===== src/rtl/mc_controller.sv =====
// mc_controller: multicycle main controller for the addu/subu/ori/lw/sw/beq/j core.
// Sequences a shared ALU and memory with req/ack handshake, timeout and retire count.
module mc_controller #(
  parameter int MEM_TO = 16,
  parameter int CNT_W  = 32
) (
  input  logic             clk,
  input  logic             rst,
  input  logic [5:0]       op,
  input  logic [5:0]       funct,
  input  logic             zero,
  input  logic             mem_ack,
  output logic             mem_req,
  output logic             mem_we,
  output logic             iord,
  output logic             irwrite,
  output logic             pcen,
  output logic [1:0]       pcsrc,
  output logic             alusrca,
  output logic [1:0]       alusrcb,
  output logic             ext_zero,
  output logic [2:0]       alucontrol,
  output logic             regdst,
  output logic             memtoreg,
  output logic             regwrite,
  output logic             illegal_op,
  output logic             mem_err,
  output logic             instr_done,
  output logic [CNT_W-1:0] instr_count
);

  typedef enum logic [3:0] {
    S_IDLE    = 4'd0,
    S_FETCH   = 4'd1,
    S_DECODE  = 4'd2,
    S_MEMADR  = 4'd3,
    S_MEMRD   = 4'd4,
    S_MEMWR   = 4'd5,
    S_MEMWB   = 4'd6,
    S_RTYPEEX = 4'd7,
    S_RTYPEWB = 4'd8,
    S_ORIEX   = 4'd9,
    S_ORIWB   = 4'd10,
    S_BEQ     = 4'd11,
    S_JUMP    = 4'd12
  } state_t;

  localparam logic [5:0] OP_R   = 6'b000000;
  localparam logic [5:0] OP_LW  = 6'b100011;
  localparam logic [5:0] OP_SW  = 6'b101011;
  localparam logic [5:0] OP_ORI = 6'b001101;
  localparam logic [5:0] OP_BEQ = 6'b000100;
  localparam logic [5:0] OP_J   = 6'b000010;
  localparam logic [5:0] F_ADDU = 6'b100001;
  localparam logic [5:0] F_SUBU = 6'b100011;

  localparam logic [2:0] ALU_ADD = 3'b010;
  localparam logic [2:0] ALU_SUB = 3'b110;
  localparam logic [2:0] ALU_OR  = 3'b001;

  localparam int TW = (MEM_TO > 0) ? $clog2(MEM_TO + 1) : 1;

  state_t        state;
  state_t        nxt;
  logic [TW-1:0] tcnt;
  logic          is_req;
  logic          abort;
  logic          ack;

  assign is_req = (state == S_FETCH) || (state == S_MEMRD) ||
                  (state == S_MEMWR);
  // the abort cycle itself has mem_req low, so any ack there is dropped
  assign abort  = (MEM_TO > 0) && is_req && (tcnt == TW'(MEM_TO));
  assign ack    = is_req && !abort && mem_ack;

  always_comb begin
    nxt        = state;
    mem_req    = 1'b0;
    mem_we     = 1'b0;
    iord       = 1'b0;
    irwrite    = 1'b0;
    pcen       = 1'b0;
    pcsrc      = 2'b00;
    alusrca    = 1'b0;
    alusrcb    = 2'b00;
    ext_zero   = 1'b0;
    alucontrol = 3'b000;
    regdst     = 1'b0;
    memtoreg   = 1'b0;
    regwrite   = 1'b0;
    illegal_op = 1'b0;
    mem_err    = 1'b0;
    instr_done = 1'b0;
    case (state)
      S_IDLE: nxt = S_FETCH;
      S_FETCH: begin
        mem_req    = !abort;
        alusrcb    = 2'b01;
        alucontrol = ALU_ADD;
        if (abort) begin
          mem_err = 1'b1;
          nxt     = S_FETCH;
        end else if (ack) begin
          irwrite = 1'b1;
          pcen    = 1'b1;
          nxt     = S_DECODE;
        end
      end
      S_DECODE: begin
        alusrcb    = 2'b11;
        alucontrol = ALU_ADD;
        case (op)
          OP_LW, OP_SW: nxt = S_MEMADR;
          OP_R:         nxt = S_RTYPEEX;
          OP_ORI:       nxt = S_ORIEX;
          OP_BEQ:       nxt = S_BEQ;
          OP_J:         nxt = S_JUMP;
          default: begin
            illegal_op = 1'b1;
            nxt        = S_FETCH;
          end
        endcase
      end
      S_MEMADR: begin
        alusrca    = 1'b1;
        alusrcb    = 2'b10;
        alucontrol = ALU_ADD;
        nxt        = (op == OP_LW) ? S_MEMRD : S_MEMWR;
      end
      S_MEMRD: begin
        mem_req = !abort;
        iord    = 1'b1;
        if (abort) begin
          mem_err = 1'b1;
          nxt     = S_FETCH;
        end else if (ack) begin
          nxt = S_MEMWB;
        end
      end
      S_MEMWR: begin
        mem_req = !abort;
        mem_we  = !abort;
        iord    = 1'b1;
        if (abort) begin
          mem_err = 1'b1;
          nxt     = S_FETCH;
        end else if (ack) begin
          instr_done = 1'b1;
          nxt        = S_FETCH;
        end
      end
      S_MEMWB: begin
        memtoreg   = 1'b1;
        regwrite   = 1'b1;
        instr_done = 1'b1;
        nxt        = S_FETCH;
      end
      S_RTYPEEX: begin
        alusrca = 1'b1;
        case (funct)
          F_ADDU: begin
            alucontrol = ALU_ADD;
            nxt        = S_RTYPEWB;
          end
          F_SUBU: begin
            alucontrol = ALU_SUB;
            nxt        = S_RTYPEWB;
          end
          default: begin
            illegal_op = 1'b1;
            nxt        = S_FETCH;
          end
        endcase
      end
      S_RTYPEWB: begin
        regdst     = 1'b1;
        regwrite   = 1'b1;
        instr_done = 1'b1;
        nxt        = S_FETCH;
      end
      S_ORIEX: begin
        alusrca    = 1'b1;
        alusrcb    = 2'b10;
        ext_zero   = 1'b1;
        alucontrol = ALU_OR;
        nxt        = S_ORIWB;
      end
      S_ORIWB: begin
        regwrite   = 1'b1;
        instr_done = 1'b1;
        nxt        = S_FETCH;
      end
      S_BEQ: begin
        alusrca    = 1'b1;
        alucontrol = ALU_SUB;
        pcsrc      = 2'b01;
        pcen       = zero;
        instr_done = 1'b1;
        nxt        = S_FETCH;
      end
      S_JUMP: begin
        pcsrc      = 2'b10;
        pcen       = 1'b1;
        instr_done = 1'b1;
        nxt        = S_FETCH;
      end
      default: nxt = S_FETCH;
    endcase
  end

  always_ff @(posedge clk or negedge rst) begin
    if (!rst) begin
      state       <= S_IDLE;
      tcnt        <= '0;
      instr_count <= '0;
    end else begin
      state <= nxt;
      if ((MEM_TO > 0) && is_req && !abort && !mem_ack)
        tcnt <= tcnt + TW'(1);
      else
        tcnt <= '0;
      if (instr_done)
        instr_count <= instr_count + CNT_W'(1);
    end
  end

endmodule


===== config.mk =====
export PLATFORM = sky130hd
export DESIGN_NAME = mc_controller
export DESIGN_NICKNAME = d
export VERILOG_FILES = /design/src/rtl/mc_controller.sv
export SDC_FILE = /design/constraint.sdc
export NUM_CORES = 1
export LEC_CHECK = 0
export BUFFER_PORTS_ARGS = -buffer_cell sky130_fd_sc_hd__buf_2
export CORE_ASPECT_RATIO = 1.25
export CORE_UTILIZATION = 56
export DETAILED_ROUTE_END_ITERATION = 12
export PLACE_DENSITY = 0.85
export SLEW_MARGIN = 30
export SYNTH_ARGS = -nofsm -noshare
export SYNTH_HDL_FRONTEND = slang
export SYNTH_SLANG_ARGS = --single-unit

===== constraint.sdc =====
create_clock -name clk -period 4.15 [get_ports clk]
set_input_delay 0.2075 -clock clk [delete_from_list [all_inputs] [get_ports clk]]
set_output_delay 0.2075 -clock clk [all_outputs]
set_load 0.02 [all_outputs]

==> flow_metrics.py, run 1 <==
metrics = {
    "status": {
        "run_status": "completed",
    },
    "global_routing": {
        "grt_pass1_vias": 1887,
        "grt_first_pass_wirelength_um": 8160,
        "antenna_violations_before_repair": 0,
        "track_usage_pct": 23.5,
        "grt_most_used_layer": "met2",
        "use_met3_pct": 5.43,
        "globalRouteMet2Util_pct": 39.3,
        "globalRoute.totalOverflow": 0,
        "met1_usage_pct": 30.0,
        "grt_max_degree": 42,
    },
    "floorplan": {
        "num_io_pins": 68,
        "core-area_um2": 4100,
        "dieHeight_um": 75.3,
        "die_w_um": 60.6,
        "initial_utilization_pct": 58.7,
        "placementRows": 26,
        "floorplan.die_area_um2": 4570,
    },
    "placed_design": {
        "detailedPlacementHpwl_um": 3740,
        "place.detailed.instances": 372,
        "routabilityCongestion": 0.878,
        "io_buffers": 67,
        "placed_cell_area_um2": 2760,
    },
    "cells_and_area": {
        "flow.area_growth_from_synthesis_pct": 18.1,
        "final_cells": 379,
        "final_nets": 343,
        "fillers": 329,
        "antenna-diode-count": 0,
        "finalInstanceArea_um2": 2840,
        "layout-drive-gt1-share_pct": 26.9,
    },
    "sta": {
        "slew_viol_final": 0,
        "finalCriticalPeriod_ns": 2.42,
        "setup_total_negative_slack_ns": 0,
        "timing_worst_slew_pin_value_ns": 0.880,
        "finalHoldViolCount": 0,
        "rsz0062_at_grt": "false",
        "max_freq_mhz": 413,
        "clock-skew-final_ns": 0.00342,
        "finalSetupViolations": 0,
        "timing.max_slew.rel_slack_pct": 40.5,
        "timing.final.crit_share_pct": 58.3,
    },
    "setup_path": {
        "r2r-end": "instr_count[19]",
        "crit_type": "reg2out",
        "start_kind": "flip-flop",
        "rr_worst_depth": 5,
        "path_max_fanout": 20,
        "reg2reg_setup_slack_ns": 1.74,
        "crit_path_dat_ns": 2.21,
        "critical_path.reg2reg.startpoint": "state[3]",
        "critPathRequiredTime_ns": 3.94,
        "worst_setup_path_end_kind": "output pin",
    },
    "yosys": {
        "postSynth.asyncResetShare_pct": 100,
        "yosys.area_share.xor_xnor_pct": 12.7,
        "synthMuxAreaShare_pct": 0.416,
        "synth.net_count": 279,
        "dominantRegCellSynth": "dfrtp_1",
        "synth-seq-cells": 41,
        "synth_seq_area_share_pct": 42.6,
        "syn-instance-count": 260,
        "netlist-cell-type-count": 48,
        "yosys.area_share.simple_pct": 28.5,
        "postSynthAreaPerCell_um2": 9.26,
        "yosys_warning_total": 0,
        "compound_cell_area_share_of_the_yosys_netlist_pct": 10.0,
        "synth_top_family_by_area": "simple AND/OR/NAND/NOR gates",
        "post_synth_instance_area_um2": 2410,
        "synth_adder_area_share_pct": 1.56,
        "synth_enable_flop_cells": 0,
    },
    "route": {
        "drcViolationCount": 0,
        "post_drt_wl_per_cell_um": 13.2,
        "postRouteAntennaNets": 0,
        "detail_route.wirelength_um": 4980,
        "dr.first_iter.drc_count": 97,
        "routed_via_density": 5.64,
        "drt_first_pass_iters": 4,
        "vias": 2136,
    },
    "clocking": {
        "htree_num_levels": 2,
        "clock_tree.buffer_depth": 2,
        "cts_buffer_count": 5,
        "ctsRootBufferMaster": "clkbuf_8",
        "holdBufCountCts": 0,
        "tritoncts_clock_tree": "done",
        "clkSinkCount": 41,
        "postCtsSetupRepairBufs": 0,
        "clk-insertion-delay-late_ns": 0.28,
        "cts.reportedPaths.clkPinSlew_ns": 0.07,
        "post_cts_resize_count": 0,
    },
    "hold_path": {
        "hold_depth": 3,
        "hold_end": "state[2]",
        "hold_class": "in2reg",
        "hold_path_startpoint": "mem_ack",
    },
    "job": {
        "cap_violations": 0,
    },
    "power": {
        "total_power_mw": 1.15,
        "p_per_area_nw_per_um2": 404,
        "vdd_drop_max_v": 0.000307,
        "power.static_leakage_nw": 1.48,
    },
}
-- layer usage --
metal	up-vias	wire (um)	share of wire, %
met5	-	0	0
met4	0	63	1.3
met3	7	270	5.4
met2	77	2530	51
met1	998	2120	43
li1	1054	-	-
-- where the power goes --
part           total (mW)  switching, mW  internal (mW)  leakage, nW
logic               0.395          0.240          0.155        0.898
clock network       0.233          0.122          0.111       0.0399
registers           0.521         0.0852          0.436        0.542
-- per-stage QoR --
step	setup WS [ns]	hold WS [ns]	utilization, %
after floorplan	2.31	-0.0881	-
after global placement	1.84	0.377	67.3
after detailed placement	1.73	0.381	67.3
after CTS	1.71	0.0702	69.1
after global routing	1.55	0.296	69.4
final	1.73	0.264	69.4
-- area by class of cell --
class / instances / area (um^2) / area share [%]
clock buffers: 5 / 68.8 / 2.42
clock inverters: 1 / 5.00 / 0.176
inverters: 12 / 45.0 / 1.58
multi-input cells: 196 / 1280 / 45.1
flip-flops and latches: 41 / 1030 / 36.1
well taps: 56 / 70.1 / 2.46
repair buffers: 68 / 348 / 12.2
-- worst max-delay path, cell delays in order (launching register included) --
cell      delay, ns
dfrtp_1        0.74
and4bb_1       0.30
a221o_2        0.36
nor2_4         0.22
inv_1          0.14
buf_2          0.18
-- synthesized netlist by cell type, types with 3 or more instances --
cell type / count / area [um^2]
clkbuf_1: 7 / 26.3
xor2_1: 26 / 228
nor4_1: 5 / 31.3
nor2_1: 25 / 93.8
a21oi_1: 10 / 50.1
xnor2_1: 9 / 78.8
and3_1: 3 / 18.8
nor3b_1: 4 / 30.0
o32ai_1: 3 / 26.3
o211ai_1: 3 / 22.5
a31oi_1: 5 / 31.3
o21ai_0: 4 / 20.0
nand2b_1: 3 / 18.8
nor4_2: 4 / 50.1
nand3_1: 15 / 75.1
inv_1: 11 / 41.3
dfrtp_1: 41 / 1030
nor3_1: 18 / 90.1
ha_1: 3 / 37.5
nand4_1: 5 / 31.3
nand2_1: 22 / 82.6
-- cells by family (layout without fill, tap and decap cells) --
| group | count (synthesis) | in the layout |
|---|---|---|
| AO/OA/AOI/OAI | 36 | 36 |
| XOR/XNOR | 35 | 35 |
| adder cells (fa/ha/maj) | 3 | 3 |
| buffers and inverters | 23 | 86 |
| flip-flops | 41 | 41 |
| multiplexers | 1 | 1 |
| AND/OR/NAND/NOR | 121 | 121 |
-- registers in the layout, indices dropped and copies added (netlist names) --
name / count
instr_count: 32
state: 4
tcnt: 5
-- worst max path at each step --
stage,end,startpoint,depth (start not counted),slack [ns]
2_1_floorplan,instr_count[13],state[2],7,2.31
3_3_place_gp,instr_count[10],state[3],5,1.84
4_1_cts,instr_count[19],state[3],5,1.71
3_5_place_dp,instr_count[19],state[3],5,1.73
6_report,instr_done,state[3],5,1.73
5_1_grt,instr_count[19],state[3],5,1.55
-- cell usage in the layout (no fill, tap or decap), types with 9 or more instances in the layout --
cell,Yosys,layout
nand2_1,22,22
buf_2,2,66
nor2_1,25,25
xnor2_1,9,9
inv_1,11,11
xor2_1,26,26
nand3_1,15,15
dfrtp_1,41,41
a21oi_1,10,10
nor3_1,18,18
Power figures use the tool's default switching activity.
==> run 2: changes to the inputs <==
--- a/config.mk
+++ b/config.mk
@@ -7,9 +7,9 @@
 export LEC_CHECK = 0
 export BUFFER_PORTS_ARGS = -buffer_cell sky130_fd_sc_hd__buf_2
 export CORE_ASPECT_RATIO = 1.25
-export CORE_UTILIZATION = 56
+export CORE_UTILIZATION = 47
 export DETAILED_ROUTE_END_ITERATION = 12
-export PLACE_DENSITY = 0.85
+export PLACE_DENSITY = 0.76
 export SLEW_MARGIN = 30
 export SYNTH_ARGS = -nofsm -noshare
 export SYNTH_HDL_FRONTEND = slang
==> constraint.sdc (replaced) <==
create_clock -name clk -period 2 [get_ports clk]
set_input_delay 0.1 -clock clk [delete_from_list [all_inputs] [get_ports clk]]
set_output_delay 0.1 -clock clk [all_outputs]
set_load 0.02 [all_outputs]
==> flow_metrics.py, run 2 (same netlist as run 1, synthesis figures left out) <==
metrics = {
    "placed_design": {
        "io_buffers": 67,
        "placed_cell_area_um2": 2840,
        "dpl_worst_slack_ns": 0.0562,
        "detailedPlacementHpwl_um": 4050,
        "place.detailed.instances": 386,
        "routabilityCongestion": 0.865,
    },
    "setup_path": {
        "critPathMaxStageDelay_ns": 0.39,
        "critical_path.slowest_cell": "dfrtp_1",
        "crit_type": "reg2reg",
        "path_cells": "inv_1 -> ha_1 -> nand4bb_1 -> and4_4 -> o21ai_2 -> buf_4 -> nor4_2 -> xor2_1",
        "crit_path_dat_ns": 2.11,
        "worst_setup_path_end_kind": "flip-flop",
        "path_max_fanout": 13,
        "critPathRequiredTime_ns": 2.21,
        "start_kind": "flip-flop",
    },
    "cells_and_area": {
        "final_cells": 396,
        "largest_registers": "instr_count x32, tcnt x5, state x4",
        "flow.area_growth_from_synthesis_pct": 24.1,
        "final_util_pct": 61.8,
        "largest_register_ff_count": 32,
        "fillers": 402,
        "layout-drive-gt1-share_pct": 30.7,
        "antenna-diode-count": 0,
        "top_register": "instr_count",
        "finalInstanceArea_um2": 2990,
        "final_nets": 354,
        "top_library_cells_by_usage_in_the_layout_fill_and_taps_aside": "66 x buf_2, 39 x dfrtp_1, 26 x xor2_1",
        "layout.cells.most_common": "buf_2",
    },
    "power": {
        "vdd_drop_max_v": 0.000617,
        "cellInternalPower_mw": 1.68,
        "comb_power_share_pct": 36.3,
        "net-switching-power_mw": 0.976,
        "p_sw_share_pct": 36.8,
        "p_per_area_nw_per_um2": 888,
        "seq_power_share_pct": 38.1,
        "share_of_total_power_in_the_clock_network_pct": 25.5,
        "power.static_leakage_nw": 1.55,
    },
    "global_routing": {
        "track_usage_pct": 21.4,
        "antenna_violations_before_repair": 0,
        "globalRoute.totalOverflow": 0,
        "grt_first_pass_wirelength_um": 9070,
        "grt_pass1_vias": 2088,
        "grt_max_degree": 42,
    },
    "sta": {
        "clock-skew-final_ns": 0.00706,
        "timing_worst_slew_pin_value_ns": 0.499,
        "rsz0062_at_grt": "true",
        "slew_viol_final": 0,
        "setup_ws_ns": 0.0971,
        "finalCriticalPeriod_ns": 1.90,
        "timing.max_slew.rel_slack_pct": 66.7,
        "finalHoldViolCount": 0,
        "finalSetupViolations": 0,
        "max_freq_mhz": 526,
        "timing.final.crit_share_pct": 95.1,
    },
    "floorplan": {
        "placementRows": 28,
        "floorplan.die_area_um2": 5410,
        "num_io_pins": 68,
        "core-area_um2": 4830,
        "dieHeight_um": 82.0,
        "initial_utilization_pct": 49.8,
        "die_w_um": 66.0,
    },
    "status": {
        "run_status": "completed",
    },
    "route": {
        "postRouteAntennaNets": 0,
        "drt_first_pass_iters": 4,
        "detail_route.wirelength_um": 5440,
        "dr.first_iter.drc_count": 113,
        "routed_via_density": 5.48,
        "vias": 2169,
        "post_drt_wl_per_cell_um": 13.7,
        "drcViolationCount": 0,
    },
    "job": {
        "cap_violations": 0,
    },
    "clocking": {
        "clk-insertion-delay-late_ns": 0.29,
        "cts_buffer_count": 5,
        "cts.reportedPaths.clkPinSlew_ns": 0.07,
        "ctsRootBufferMaster": "clkbuf_8",
        "htree_num_levels": 2,
        "clock_tree.buffer_depth": 2,
        "clkSinkCount": 41,
        "tritoncts_clock_tree": "done",
    },
    "hold_path": {
        "hold_class": "in2reg",
    },
}
==> run 2: changes by cell type in the layout (fill, tap and decap cells not counted) <==
cell,before,now
clkbuf_1,0,1
nor4_2,4,5
bufinv_16,0,1
clkinv_2,1,0
dfrtp_2,0,2
clkbuf_8,5,6
nor3_2,0,1
dfrtp_1,41,39
nor4_1,5,4
nor3_1,18,17
buf_4,1,12
==> run 2: routing by layer <==
| metal | wire length, um | GRT usage (%) | vias to the layer above |
|---|---|---|---|
| li1 | - | - | 1064 |
| met1 | 2400 | 25.7 | 1019 |
| met2 | 2680 | 37.9 | 76 |
| met3 | 250 | 3.47 | 10 |
| met4 | 112 | 8.51 | 0 |
| met5 | 0 | 0 | - |
==> run 2: power by group through the flow <==
stage / logic (mW) / registers, mW / clock network [mW]
3_5_place_dp: 0.945 / 1.02 / 0
6_report: 0.963 / 1.01 / 0.677
5_1_grt: 1.07 / 1.03 / 0.725
2_1_floorplan: 0.642 / 1.03 / 0
3_3_place_gp: 0.940 / 1.02 / 0
4_1_cts: 0.950 / 1.00 / 0.692
==> run 2: path summary, 6_finish.rpt <==
check | depth (start not counted) | startpoint | end | slack [ns]
worst max-delay path | 8 | tcnt[0] | instr_count[21] | 0.1
worst min-delay path | 3 | mem_ack | state[2] | 0.17
worst max register to register | 8 | tcnt[0] | instr_count[21] | 0.1
worst min register to register | 1 | instr_count[31] | instr_count[31] | 0.47
max in group asynchronous | 2 | rst | state[0] | 1.31
min in group asynchronous | 2 | rst | instr_count[9] | 0.32
==> run 2: per-stage QoR <==
| stage | power [mW] | hold slack (ns) | TNS (ns) |
|---|---|---|---|
| finish | 2.65 | 0.166 | 0 |
| detailed placement | 1.97 | 0.276 | 0 |
| floorplan | 1.67 | -0.196 | 0 |
| CTS | 2.65 | 0.163 | 0 |
| global route | 2.82 | 0.208 | -0.0551 |
| global placement | 1.96 | 0.275 | 0 |
==> run 2: worst max-delay path, delay by kind of cell (launching register included) <==
| family | cells | cell delay, ns |
|---|---|---|
| compound gates | 1 | 0.05 |
| xor+xnor | 1 | 0.18 |
| fa+ha+maj | 1 | 0.21 |
| buf+inv | 2 | 0.25 |
| flops | 1 | 0.39 |
| simple gates | 3 | 0.74 |
==> run 2: final cells by class <==
type                            count  area [um^2]  area share, %
Tap cell                           60         75.1           2.51
Timing Repair Buffer               79          430           14.4
Inverter                           12         45.0           1.51
Multi-Input combinational cell    196         1290           43.3
Clock buffer                        7         86.3           2.89
Sequential cell                    41         1030           34.4
Clock inverter                      1         30.0           1.01
==> run 2: timing repair <==
action	CTS	global route
gates resized for setup	0	4
buffers inserted	0	1
hold buffers	1	0
hold endpoints to repair	41	0
endpoints found under the setup margin	0	5
